[config.mk]
export PLATFORM = sky130hd
export DESIGN_NAME = mem_port_arbiter
export DESIGN_NICKNAME = d
export VERILOG_FILES = /design/src/rtl/mem_port_arbiter.sv
export SDC_FILE = /design/constraint.sdc
export NUM_CORES = 1
export LEC_CHECK = 0
export BUFFER_PORTS_ARGS = -buffer_cell sky130_fd_sc_hd__buf_4
export CAP_MARGIN = 20
export CORE_AREA = 2 2 106 108
export CTS_CLUSTER_SIZE = 28
export DETAILED_ROUTE_END_ITERATION = 10
export DIE_AREA = 0 0 108 110
export GPL_TIMING_DRIVEN = 0
export HOLD_SLACK_MARGIN = 0.06
export PLACE_DENSITY = 0.7
export SYNTH_ARGS = -nofsm -noshare
export SYNTH_HDL_FRONTEND = slang
export SYNTH_SLANG_ARGS = --single-unit
[constraint.sdc]
create_clock -name clk -period 2.1 [get_ports clk]
set_input_delay 0.315 -clock clk [delete_from_list [all_inputs] [get_ports clk]]
set_output_delay 0.315 -clock clk [all_outputs]
set_load 0.1 [all_outputs]
[src/rtl/mem_port_arbiter.sv]
// mem_port_arbiter: shares one memory port between instruction fetch and load/store,
// using round-robin on conflict and a sticky watchdog that flags hung memory.
module mem_port_arbiter #(
    parameter int ADDR_W  = 32,
    parameter int DATA_W  = 32,
    parameter int TIMEOUT = 255
) (
    input  logic                clk,
    input  logic                rst,
    input  logic                i_read,
    input  logic [ADDR_W-1:0]   i_addr,
    output logic [DATA_W-1:0]   i_rdata,
    output logic                i_resp,
    input  logic                d_read,
    input  logic                d_write,
    input  logic [ADDR_W-1:0]   d_addr,
    input  logic [DATA_W-1:0]   d_wdata,
    input  logic [DATA_W/8-1:0] d_byte_enable,
    output logic [DATA_W-1:0]   d_rdata,
    output logic                d_resp,
    output logic                mem_read,
    output logic                mem_write,
    output logic [ADDR_W-1:0]   mem_address,
    output logic [DATA_W-1:0]   mem_wdata,
    output logic [DATA_W/8-1:0] mem_byte_enable,
    input  logic [DATA_W-1:0]   mem_rdata,
    input  logic                mem_resp,
    output logic                timeout_err
);
    localparam int WW = $clog2(TIMEOUT + 2);
    localparam logic [WW-1:0] TO = WW'(TIMEOUT);

    typedef enum logic [1:0] {IDLE, GNT_I, GNT_D} state_t;

    state_t        state;
    logic          last_d;
    logic [WW-1:0] wdog;
    logic          d_req;
    logic          pick_d;

    assign d_req   = d_read | d_write;
    // On conflict, serve the side that did not win the previous grant
    assign pick_d  = d_req & (~i_read | ~last_d);
    assign i_resp  = (state == GNT_I) & mem_resp;
    assign d_resp  = (state == GNT_D) & mem_resp;
    assign i_rdata = i_resp ? mem_rdata : '0;
    assign d_rdata = d_resp ? mem_rdata : '0;

    always_ff @(posedge clk) begin
        if (rst) begin
            state           <= IDLE;
            last_d          <= 1'b1;
            wdog            <= '0;
            timeout_err     <= 1'b0;
            mem_read        <= 1'b0;
            mem_write       <= 1'b0;
            mem_address     <= '0;
            mem_wdata       <= '0;
            mem_byte_enable <= '0;
        end else begin
            if (state == IDLE) begin
                if (i_read | d_req) begin
                    state           <= pick_d ? GNT_D : GNT_I;
                    last_d          <= pick_d;
                    wdog            <= '0;
                    mem_read        <= pick_d ? ~d_write : 1'b1;
                    mem_write       <= pick_d & d_write;
                    mem_address     <= pick_d ? d_addr : i_addr;
                    mem_wdata       <= pick_d ? d_wdata : '0;
                    mem_byte_enable <= pick_d ? d_byte_enable : '1;
                end
            end else if (mem_resp) begin
                state     <= IDLE;
                mem_read  <= 1'b0;
                mem_write <= 1'b0;
            end else if (wdog != '1) begin
                wdog <= wdog + 1'b1;
            end
            if (TIMEOUT != 0 && state != IDLE && wdog == TO)
                timeout_err <= 1'b1;
        end
    end
endmodule

# --- Yosys cells after proc, flatten, opt, wreduce, memory -nomap -nowiden ---
# Cells that the tools add are included.
word_totals:
  ram_bits: 0
  reg_bits: 83
  in_bits: 138
  romBits: 0
  latch_bits: 0
  word_cells: 53
  out_inout_bits: 137
  n_memories: 0
op_classes:
  mux: 19
  eq_ne: 6
  add_sub_neg: 1
  bitwise: 10
  n_shift: 0
  mul: 0
  order_cmp: 0
  n_reduce_logical: 8
  div: 0
ops:
  columns: ["cell", "count"]
  rows:
  - ["2-to-1 mux 32 bit", 4]
  - ["2-to-1 mux 9 bit", 4]
  - ["adder 9 x 1 -> 9 bit, second input constant", 1]
  - ["== test 9 x 8 -> 1 bit, second input constant", 1]
  - ["inequality test 9 bit, second input constant", 1]
  - ["2-to-1 mux 2 bit", 4]
  - ["2-to-1 mux 1 bit", 6]
  - ["nonzero test 2 bit", 3]
  - ["AND 1 bit", 4]
  - ["2-to-1 mux 4 bit", 1]
  - ["inequality test 2 x 1 -> 1 bit, second input constant", 2]
  - ["AND reduction 2 bit", 2]
  - ["NOT 1 bit", 3]
  - ["OR 1 bit", 3]
  - ["AND reduction 3 bit", 1]
  - ["== test 2 x 1 -> 1 bit, second input constant", 1]
  - ["== test 2 bit, second input constant", 1]
  - ["logical NOT 2 bit", 1]
  - ["logical AND 1 bit", 1]

# --- Logic depth before layout (Yosys ltp) ---
# Gate-level depths: netlist (run 1).
depth:
  depth_word: 6
  depth_mapped: 9
  depth_no_buf: 9

# --- Least setup slack after synthesis (run 1) ---
# Ideal clock, no wire load.
synth_path:
  path_type: "register to output"
  from: "reg state[0]"
  to: "out i_rdata[22]"
  arrival_ns: 2.559
  path_buffers: 1
  slack_ns: -0.774
  path_stages_with_launch: 5
  required_time_ns: 1.785
  cell_sequence: "dfxtp_1 -> nand2_1 -> nor2_1 -> clkbuf_1 -> and2_1"
synth_via:
  elab_chain_len: 3
synth_lines:
  columns: ["item", "line_no", "source"]
  rows:
  - ["start: declaration", "35", "state_t state;"]
  - ["start signal: assignment", "63", "state <= pick_d ? GNT_D : GNT_I;"]
  - ["== test 2 x 1 -> 1 bit", "44", "assign i_resp = (state == GNT_I) & mem_resp;"]
  - ["AND 1 bit", "44", null]
  - ["named net i_resp", "13", "output logic i_resp,"]
  - ["2-to-1 mux 32 bit", "46", "assign i_rdata = i_resp ? mem_rdata : '0;"]
  - ["end: declaration", "12", "output logic [DATA_W-1:0] i_rdata,"]
# The timed path passes the listed nets, and every way through them passes these cells.

# --- Worst setup path after layout (run 1) ---
layout_path:
  from: "reg state[1]"
  to: "out d_rdata[25]"
layout_via:
  elab_chain_len: 3
layout_lines:
  columns: ["item", "line_no", "source"]
  rows:
  - ["== test 2 bit", "45", "assign d_resp = (state == GNT_D) & mem_resp;"]
  - ["AND 1 bit", "45", null]
  - ["2-to-1 mux 32 bit", "47", "assign d_rdata = d_resp ? mem_rdata : '0;"]
  - ["end: declaration", "19", "output logic [DATA_W-1:0] d_rdata,"]
# No other way between the ends.

==> metrics.md, run 1 <==
| Metric | Value |
|---|---|
| Worst hold path type | `primary input to register` |
| Residual DRC count | `0` |
| YS warnings | `0` |
| Run status | `completed` |
| Setup TNS | `0 ns` |
| Antenna viol nets, final | `0` |
| Fmax | `0.4916 GHz` |
| WL final | `14450 um` |
| Crit path DAT | `between 1.5 and 2 ns` |
| Pin count of the biggest net entering global routing | `15` |
| Crit path max fanout | `10` |
| CTS tree | `yes` |
| Clk Latency, worst-skew pair | `0.35 ns` |
| Layout Nets | `775` |
| CP peak stage delay | `0.41 ns` |
| Final Non-Filler Cells | `~800` |
| Row cnt | `38` |
| Clk sinks | `83` |
| Cell variety after synth | `42` |
| I/O Pins | `275` |
| CP max stage cell | `dfxtp_4` |
| Ys async rst share | `0%` |
| Vias per cell | `5.039` |
| Maxcap violations | `0` |
| Endpoints failing setup | `0` |
| Layout Skew | `between 0.009 and 0.01 ns` |
| DP HPWL | `11330 um` |
| Chip height | `110 um` |
| Worst reg2reg path depth | `9` |
| All-Layer GR Usage | `22.75%` |
| Initial antenna violation count | `0` |
| Pwr dens | `869.3 nW/um^2` |
| Post-placement worst setup slack | `-0.05619 ns` |
| Post-CTS Hold Buffers | `0` |
| VDD IR max | `0.0005483 V` |
| Synth Flop Type | `dfxtp_1` |
| Area share of and/or/nand/nor cells after synthesis | `23.41%` |
| Slew Viols, Final | `0` |
| Adder-cell share of the synthesized area | `1.058%` |
| Ant. Diodes | `0` |
| Worst-Margin Slew | `0.4642 ns` |
| First-pass iteration count of the detailed router | `6` |
| Crit-path cells | `nor3b_4, buf_4, and2_2, buf_4` |
| WHS Path Cells | `2` |
| Final Hold Viols | `0` |
| Via count | `3925` |
| CTS H-tree depth | `3` |
| CP Launch Type | `register` |
| Post-Syn Nets | `489` |
| Post-synth EDFFs | `0` |
| Final WS setup | `0.06572 ns` |
| Register area share after synthesis | `a little under half` |
| Cell mode on critical path | `buf_4` |
| Post-synthesis compound-gate area fraction | `21.40%` |
| Tmin final | `2.034 ns` |
| Vias in the first global route | `~3900` |
| Combinational family with the most area after synthesis | `simple AND/OR/NAND/NOR gates` |
| Grt total ovfl | `0` |
| RePlAce Congestion | `roughly 0.82` |
| Area growth syn-to-layout | `75.71%` |
| Hold_ws | `0.1661 ns` |
| IO buf count | `approximately 270` |
| FF+latch count, synth | `83` |
| Power, Total | `5.420 mW` |
| Maximum buffer depth of the clock tree | `2` |
| Crit. End Element | `output port` |
| Syn avg cell area | `10.20 um^2` |
| Core area | `10700 um^2` |
| Crit path kind | `register to output port` |
| Die X | `108 um` |
| CTS root buffer | `clkbuf_8` |
| Syn Inst Count | `348` |
| Clock transition at the registers of the reported paths | `0.09 ns` |
| Fraction of layout cells with a size suffix above 1 | `a little over three fifths` |
| Total CTS buffers | `9` |
| Period utilization | `96.87%` |
| Slew headroom | `69.05%` |
| CP Data Required Time | `about 1.8 ns` |
| First-pass GRT wire length | `20490 um` |
| DR WL/cell | `18.55 um` |
| Mux share of post-synthesis cell area | `0%` |
| P_leak | `3.013 nW` |
| Initial Util | `33.17%` |
| XOR/XNOR Fraction of Synth Area | `1.481%` |
| # placed instances | `762` |
| Cell Area, Synth | `3548 um^2` |
| Die area | `11880 um^2` |
| DR iter-0 viols | `297` |
[final cells by class]
class	instances	area (um^2)
Inverter	2	7.507
Tap cell	140	175.2
Clock buffer	11	131.4
Buffer	26	217.7
Sequential cell	83	1669
Timing Repair Buffer	275	2222
Fill cell	950	4463
Multi-Input combinational cell	237	1773
Clock inverter	5	38.79
[metrics by stage]
step,cell area (um^2),utilization [%]
3_5_place_dp,5837,54.56
2_1_floorplan,3605,-
5_1_grt,6235,58.28
4_1_cts,6098,57.01
3_3_place_gp,5837,54.56
6_report,6235,58.28
[cell usage after synthesis (7+ instances only)]
cell type	n	area, um^2
a221o_1	11	110.1
a222oi_1	21	210.2
a22o_1	8	70.07
a22o_2	24	240.2
and2_1	65	406.6
and2_2	12	90.09
clkbuf_1	9	33.78
dfxtp_1	83	1662
nand2_1	7	26.28
nor2_1	38	142.6
[cell families (layout without fill, tap and decap cells)]
| group | after synthesis | after routing |
|---|---|---|
| flops | 83 | 83 |
| fa+ha+maj | 3 | 3 |
| compound gates | 81 | 81 |
| simple gates | 147 | 147 |
| xor+xnor | 6 | 6 |
| buf+inv | 28 | 319 |
[power breakdown]
part	internal (mW)	total, mW	switching, mW
sequential	1.73	1.83	0.0971
clock	0.437	1.04	0.601
combinational	0.692	2.55	1.86
[worst max-delay path, delay by kind of cell, from the launching register on]
| kind | cells | cell delay (ns) |
|---|---|---|
| buf+inv | 2 | 0.49 |
| simple gates | 2 | 0.45 |
| flops | 1 | 0.41 |
[metal layers]
layer	track usage (%)	share of wire, %	vias to the layer above
met1	23.69	36	1847
met5	0	0	-
met4	9.982	3.5	0
met2	41.33	51	206
met3	8.113	9.7	31
li1	-	-	1841
[final timing paths]
| path | start | endpoint | slack (ns) |
|---|---|---|---|
| max | state[1]$_SDFFE_PP0P_ | d_rdata[25] | 0.07 |
| max reg2reg | wdog[0]$_SDFFE_PP0P_ | wdog[7]$_SDFFE_PP0P_ | 0.17 |
| min | d_wdata[12] | mem_wdata[12]$_SDFFE_PP0P_ | 0.17 |
| min reg2reg | timeout_err$_SDFFE_PP0P_ | timeout_err$_SDFFE_PP0P_ | 0.48 |
[placed cells by master, fill, tap and decap left out, drive strengths merged, types with 2 or more instances in the layout]
master / n
nor2: 40
dfxtp: 83
or3: 3
clkbuf: 19
nand3: 6
and2: 77
nand2: 8
nor4: 2
xor2: 3
inv: 3
xnor2: 3
a221o: 11
a22o: 32
a21oi: 7
a222oi: 21
nand4: 3
clkinv: 3
buf: 293
ha: 3
o22ai: 4
or2: 2
[repair_timing]
| action | in CTS | in global routing |
|---|---|---|
| gates resized for setup | 28 | 36 |
| buffers inserted | 0 | 1 |
| cloned | 0 | 0 |
| setup endpoints to repair | 63 | 60 |
| hold endpoints to repair | 0 | 0 |
[state kept, by name, indices dropped and copies added, names as in the netlist]
name and count:
mem_wdata 32, mem_address 32, mem_write 1, wdog 9, state 2, mem_byte_enable 4, mem_read 1, last_d 1
timeout_err 1
(Power assumes the default switching activity.)
==> run 2, diff against run 1 <==
--- a/config.mk
+++ b/config.mk
@@ -11,7 +11,6 @@
 export CTS_CLUSTER_SIZE = 28
 export DETAILED_ROUTE_END_ITERATION = 10
 export DIE_AREA = 0 0 108 110
-export GPL_TIMING_DRIVEN = 0
 export HOLD_SLACK_MARGIN = 0.06
 export PLACE_DENSITY = 0.7
 export SYNTH_ARGS = -nofsm -noshare
==> constraint.sdc (replaced) <==
create_clock -name clk -period 2.1 [get_ports clk]
set_input_delay 0.315 -clock clk [delete_from_list [all_inputs] [get_ports clk]]
set_output_delay 0.315 -clock clk [all_outputs]
set_load 0.005 [all_outputs]
==> run 2 against run 1 <==
Net effect:
- sequential share of layout area grew 1.5 points
- via count fell by 4.0%
- combinational power shrank 59%
- critical endpoint is now d_rdata[31]
- highest routed layer unchanged
==> metrics.md, run 2 (synthesis gave the netlist of run 1 again) <==
| Metric | Value |
|---|---|
| Run status | `completed` |
| Crit path DAT | `1.64 ns (-0.08 ns)` |
| Slew headroom | `61.48% (-7.6 points)` |
| Worst-Margin Slew | `0.5753 ns (+0.1110 ns)` |
| Setup TNS | `0 ns (unchanged)` |
| Total CTS buffers | `9 (unchanged)` |
| Power, Total | `3.887 mW (-28%)` |
| Chip height | `110 um (unchanged)` |
| Grt total ovfl | `0 (unchanged)` |
| Vias per cell | `4.970 (-1.4%)` |
| Area growth syn-to-layout | `65.37%` |
| Top flop regs | `mem_address x32, mem_wdata x32, wdog x9` |
| Clk Latency, worst-skew pair | `0.36 ns (about the same)` |
| Row cnt | `38 (unchanged)` |
| CP max stage cell | `dfxtp_1` |
| Sequential share of power | `46.9% (+13 points)` |
| First-pass iteration count of the detailed router | `9 (+3)` |
| Crit path max-delay family | `flip-flops` |
| CP Buf/Inv Count | `2 (unchanged)` |
| Residual DRC count | `0 (unchanged)` |
| Core area | `10700 um^2 (unchanged)` |
| Period utilization | `93.21% (-3.7 points)` |
| CTS tree | `yes` |
| Maxcap violations | `0 (unchanged)` |
| Clk sinks | `83 (unchanged)` |
| CP peak stage delay | `0.48 ns (+0.07 ns)` |
| P_leak | `2.858 nW (-5.1%)` |
| RSZ-0062 raised after global routing | `false` |
| Worst reg2reg path depth | `9 (unchanged)` |
| Cell mode on critical path | `buf_4` |
| Crit. End Element | `output port` |
| CP Launch Type | `register` |
| Hold Path Sink | `mem_wdata[7]$_SDFFE_PP0P_` |
| Clock transition at the registers of the reported paths | `0.08 ns (about the same)` |
| Sw Share | `28.14% (-19 points)` |
| Crit-path cells | `nor3b_2, buf_4, and2_1, buf_4` |
| WL final | `12600 um (-13%)` |
| Antenna viol nets, final | `0 (unchanged)` |
| R2r endpoint | `wdog[7]$_SDFFE_PP0P_` |
| Internal Power | `2.794 mW (-2.3%)` |
| Layout Skew | `0.009144 ns (-0.00005538 ns)` |
| DR WL/cell | `16.62 um (-10%)` |
| Maximum buffer depth of the clock tree | `2 (unchanged)` |
| Tmin final | `1.957 ns (-0.07685 ns)` |
| Final Hold Viols | `0 (unchanged)` |
| Final Util | `54.85% (-3.4 points)` |
| Layout Nets | `755 (-2.6%)` |
| DR iter-0 viols | `268 (-9.8%)` |
| Worst r2r src | `wdog[0]$_SDFFE_PP0P_` |
| Final WS setup | `0.1426 ns (+0.07685 ns)` |
| Setup Fix Bufs, Post-CTS | `0 (unchanged)` |
| Worst R2R Setup Slack | `0.19 ns (+0.02 ns)` |
| Worst hold path type | `primary input to register` |
| Die X | `108 um (unchanged)` |
| Register Area | `1662 um^2 (-0.45%)` |
| All-Layer GR Usage | `19.59% (-3.2 points)` |
| Vias in the first global route | `3571 (-8.5%)` |
| Pwr dens | `662.5 nW/um^2 (-24%)` |
| CP Data Required Time | `1.78 ns (about the same)` |
| RePlAce Congestion | `0.7521 (-8.7%)` |
| Hold_sp | `d_wdata[7]` |
| CTS root buffer | `clkbuf_8` |
| Pin count of the biggest net entering global routing | `44 (+29)` |
| IO buf count | `274 (unchanged)` |
| Initial Util | `33.17% (unchanged)` |
| DP HPWL | `9512 um (-16%)` |
| CTS H-tree depth | `3 (unchanged)` |
| Fill cells | `990 (+4.2%)` |
| Initial antenna violation count | `0 (unchanged)` |
| Combinational share of power | `26.9% (-20 points)` |
| Die area | `11880 um^2 (unchanged)` |
| Via count | `3767 (-4.0%)` |
| Slew Viols, Final | `0 (unchanged)` |
| Crit path kind | `register to output port` |
| Fraction of layout cells with a size suffix above 1 | `55.50% (-7.1 points)` |
| Cell count along the critical path | `4 (unchanged)` |
| Fmax | `0.5109 GHz (+3.9%)` |
| Clk network pwr share | `26.2% (+7.0 points)` |
| Psw | `1.094 mW (-57%)` |
| Endpoints failing setup | `0 (unchanged)` |
| I/O Pins | `275 (unchanged)` |
| Post-placement worst setup slack | `0.1017 ns (+0.1579 ns)` |
| Ant. Diodes | `0 (unchanged)` |
| Commonest non-fill, non-tap cell in the layout | `buf_4` |
| Crit path max fanout | `33 (+23)` |
| VDD IR max | `0.0004664 V (-15%)` |
| First-pass GRT wire length | `17930 um (-12%)` |
| WHS Path Cells | `2 (unchanged)` |
| Multi-input gate area | `1720 um^2 (-3.0%)` |
| Commonest non-fill, non-tap cells in the layout | `279 x buf_4, 83 x dfxtp_1, 65 x and2_1` |
[run 2: changes by cell type in the layout (fill, tap and decap cells not counted), sizes merged]
cell	before	now
clkinv	3	0
clkinvlp	1	2
clkbuf	19	12
buf	293	281
[run 2: area by class of cell]
class	instances	area share [%]
Clock buffer	12	2.473
Clock inverter	3	0.4051
Inverter	2	0.1279
Multi-Input combinational cell	237	29.32
Sequential cell	83	28.32
Tap cell	140	2.985
Timing Repair Buffer	281	36.38
[run 2: power by group through the flow]
stage,registers (mW),logic [mW],clock network (mW)
floorplan,1.86,0.465,0
global placement,1.85,1.03,0
detailed placement,1.86,1.04,0
CTS,1.82,1.05,1.05
global route,1.84,1.13,1.12
finish,1.82,1.05,1.02
[run 2: through the flow]
stage          hold WS (ns)  area [um^2]  cells
3_3_place_gp         0.4635         5664    743
4_1_cts              0.1387         5833    758
3_5_place_dp         0.4624         5664    743
6_report             0.1620         5868    758
2_1_floorplan        0.4262         3548    348
5_1_grt              0.1418         5868    758
[run 2: worst max-delay path by stage]
stage | startpoint | to | slack, ns
2_1_floorplan | wdog[0]$_SDFFE_PP0P_ | wdog[7]$_SDFFE_PP0P_ | 0.23
3_3_place_gp | wdog[0]$_SDFFE_PP0P_ | wdog[5]$_SDFFE_PP0P_ | 0.14
3_5_place_dp | wdog[0]$_SDFFE_PP0P_ | wdog[5]$_SDFFE_PP0P_ | 0.10
4_1_cts | wdog[0]$_SDFFE_PP0P_ | wdog[7]$_SDFFE_PP0P_ | 0.06
5_1_grt | state[1]$_SDFFE_PP0P_ | d_rdata[12] | 0.02
6_report | state[1]$_SDFFE_PP0P_ | d_rdata[31] | 0.14
[run 2: routing by layer]
metal	track usage (%)	up-vias	routed length, um
li1	-	1788	-
met1	20.89	1773	4630
met2	35.85	191	6496
met3	6.937	15	1279
met4	6.868	0	190
met5	0	-	0
[run 2: repair_timing]
action	CTS	global route
setup endpoints to repair	0	2
resized for setup	0	6
hold buffers	0	0
==> run 3, diff against run 2 <==
--- a/config.mk
+++ b/config.mk
@@ -12,7 +12,7 @@
 export DETAILED_ROUTE_END_ITERATION = 10
 export DIE_AREA = 0 0 108 110
 export HOLD_SLACK_MARGIN = 0.06
-export PLACE_DENSITY = 0.7
+export PLACE_DENSITY = 0.68
 export SYNTH_ARGS = -nofsm -noshare
 export SYNTH_HDL_FRONTEND = slang
 export SYNTH_SLANG_ARGS = --single-unit
==> run 3 against run 2 <==
Net effect:
- highest routed layer unchanged
- clock-buffer cell count is 2 lower
- global-route usage is 0.29 points higher
- critical path type is now register to register
- fmax is 2.5% lower
- die area stayed put
- via count is 1.9% lower
- cell area is 0.38% higher
- total power is 5.6% higher
- largest power group unchanged
- final cell count is 0.13% higher
- setup slack worse by 0.049 ns
- first-iteration DRC count stayed put
- sequential cell count stayed put
- largest cell class unchanged
==> metrics.md, run 3 (synthesis gave the netlist of run 1 again) <==
| Metric | Value |
|---|---|
| Antenna viol nets, final | `0 (unchanged)` |
| Maxcap violations | `0 (unchanged)` |
| Clk network pwr share | `30.1% (+3.9 points)` |
| Worst reg2reg path depth | `9 (unchanged)` |
| Initial Util | `33.17% (unchanged)` |
| CP Launch Type | `register` |
| Internal Power | `2.946 mW (+5.5%)` |
| Run status | `completed` |
| IO buf count | `274 (unchanged)` |
| Worst R2R Setup Slack | `0.09 ns (-0.10 ns)` |
| First-pass iteration count of the detailed router | `5 (-4)` |
| Maximum buffer depth of the clock tree | `2 (unchanged)` |
| Hold_ws | `0.1726 ns (+0.01059 ns)` |
| RSZ-0062 raised after global routing | `true` |
| Via count | `3696 (-1.9%)` |
| Top sig layer | `met4` |
| Period utilization | `95.57% (+2.4 points)` |
| Crit path kind | `register to register` |
| Power, Total | `4.107 mW (+5.6%)` |
| Vias per cell | `4.870 (-2.0%)` |
| Initial antenna violation count | `0 (unchanged)` |
| Slew Viols, Final | `0 (unchanged)` |
| Top flop regs | `mem_address x32, mem_wdata x32, wdog x9` |
| CP Data Required Time | `2.33 ns (+0.55 ns)` |
| Grt total ovfl | `0 (unchanged)` |
| Residual DRC count | `0 (unchanged)` |
| Worst r2r src | `wdog[0]$_SDFFE_PP0P_` |
| Clk Latency, worst-skew pair | `0.35 ns (about the same)` |
| WL final | `12400 um (-1.6%)` |
| Worst-Margin Slew | `0.8817 ns (+0.3064 ns)` |
| CTS root buffer | `clkbuf_8` |
| CTS H-tree depth | `3 (unchanged)` |
| Worst hold path type | `primary input to register` |
| Total CTS buffers | `9 (unchanged)` |
| I/O Pins | `275 (unchanged)` |
| All-Layer GR Usage | `19.87% (+0.29 points)` |
| P_leak | `2.881 nW (+0.78%)` |
| Chip height | `110 um (unchanged)` |
| Pwr dens | `697.2 nW/um^2 (+5.2%)` |
| Post-placement worst setup slack | `0.1041 ns (+0.002334 ns)` |
| Met1 wire length | `4701 um (+1.5%)` |
| Setup Fix Bufs, Post-CTS | `0 (unchanged)` |
| Fill cells | `953 (-3.7%)` |
| Die X | `108 um (unchanged)` |
| Die area | `11880 um^2 (unchanged)` |
| Psw | `1.161 mW (+6.1%)` |
| Clk sinks | `83 (unchanged)` |
| Endpoints failing setup | `0 (unchanged)` |
| Slew headroom | `41.10% (-20 points)` |
| Final WS setup | `0.09308 ns (-0.04949 ns)` |
| Placed instance area | `5677 um^2 (+0.22%)` |
| Pin count of the biggest net entering global routing | `44 (unchanged)` |
| RePlAce Congestion | `0.7615 (+1.2%)` |
| Post-CTS Hold Buffers | `0 (unchanged)` |
| Fmax | `0.4983 GHz (-2.5%)` |
| Fraction of layout cells with a size suffix above 1 | `55.41% (-0.090 points)` |
| Tmin final | `2.007 ns (+0.04949 ns)` |
| Sw Share | `28.27% (+0.12 points)` |
| Hold_sp | `d_wdata[16]` |
| Commonest non-fill, non-tap cell in the layout | `buf_4` |
| Design Area, Final | `5891 um^2 (+0.38%)` |
| Crit path DAT | `2.24 ns (+0.60 ns)` |
| Combinational share of power | `25.5% (-1.4 points)` |
| Clock transition at the registers of the reported paths | `0.10 ns (+0.02 ns)` |
| DR iter-0 viols | `268 (unchanged)` |
| Layout Skew | `0.01702 ns (+0.007875 ns)` |
| Row cnt | `38 (unchanged)` |
| DR WL/cell | `16.33 um (-1.7%)` |
| First-pass GRT wire length | `18550 um (+3.5%)` |
| Hold Path Sink | `mem_wdata[16]$_SDFFE_PP0P_` |
| Met2 wire len | `6170 um (-5.0%)` |
| Layout Nets | `755 (unchanged)` |
| Final Hold Viols | `0 (unchanged)` |
| Crit path max fanout | `5 (-85%)` |
| Area growth syn-to-layout | `66.01%` |
| Metal3 WL | `1315 um (+2.8%)` |
| Vias in the first global route | `3750 (+5.0%)` |
| Sequential share of power | `44.4% (-2.5 points)` |
| Commonest non-fill, non-tap cells in the layout | `278 x buf_4, 83 x dfxtp_1, 65 x and2_1` |
| Core area | `10700 um^2 (unchanged)` |
| Crit. End Element | `register` |
| CTS tree | `yes` |
| DP HPWL | `9379 um (-1.4%)` |
| Ant. Diodes | `0 (unchanged)` |
| VDD IR max | `0.0003551 V (-24%)` |
| R2r endpoint | `wdog[7]$_SDFFE_PP0P_` |
| WHS Path Cells | `2 (unchanged)` |
run 3: worst max-delay path by stage:
stage,start,to,slack (ns)
detailed placement,wdog[0]$_SDFFE_PP0P_,wdog[7]$_SDFFE_PP0P_,0.10
global route,wdog[0]$_SDFFE_PP0P_,wdog[7]$_SDFFE_PP0P_,-0.06
floorplan,wdog[0]$_SDFFE_PP0P_,wdog[7]$_SDFFE_PP0P_,0.23
finish,wdog[0]$_SDFFE_PP0P_,wdog[7]$_SDFFE_PP0P_,0.09
CTS,wdog[0]$_SDFFE_PP0P_,wdog[7]$_SDFFE_PP0P_,0.10
global placement,wdog[0]$_SDFFE_PP0P_,wdog[5]$_SDFFE_PP0P_,0.15
run 3: per-stage QoR:
stage | util (%) | TNS [ns] | cells
2_1_floorplan | - | 0 | 348
3_3_place_gp | 53.06 | 0 | 743
3_5_place_dp | 53.06 | 0 | 743
4_1_cts | 55.06 | 0 | 759
5_1_grt | 55.06 | -0.1157 | 759
6_report | 55.06 | 0 | 759
run 3: power by group through the flow:
stage	clock network (mW)	logic, mW	registers [mW]
after global routing	1.35	1.14	1.84
after detailed placement	0	1.05	1.86
after CTS	1.27	1.06	1.82
after floorplan	0	0.465	1.86
final	1.24	1.05	1.82
after global placement	0	1.04	1.85
run 3: timing repair:
action | 4_1_cts | 5_1_grt
endpoints found under the hold margin | 0 | 0
endpoints found under the setup margin | 0 | 2
gates resized for setup | 0 | 0
run 3: final cells by class:
cell class,count,area (um^2),area share (%)
sequential,83,1662,28.21
tap,140,175.2,2.974
multi-input combinational,237,1685,28.61
inverter,2,7.507,0.1274
clock buffer,10,137.6,2.336
timing repair buffer,281,2147,36.45
clock inverter,6,76.32,1.296
run 3: routing by layer:
layer | GRT usage [%] | up-vias
met3 | 7.113 | 10
met2 | 35.67 | 202
li1 | - | 1800
met4 | 6.136 | 0
met5 | 0 | -
met1 | 22.06 | 1684
run 3: worst max-delay path, cell delays in order, from the launching register on:
cell,delay [ns]
dfxtp_1,0.34
ha_1,0.21
and2_1,0.18
nand2_1,0.07
nor2_1,0.05
ha_1,0.19
or2_2,0.34
nor4_1,0.32
xnor2_1,0.16
nor2_1,0.05
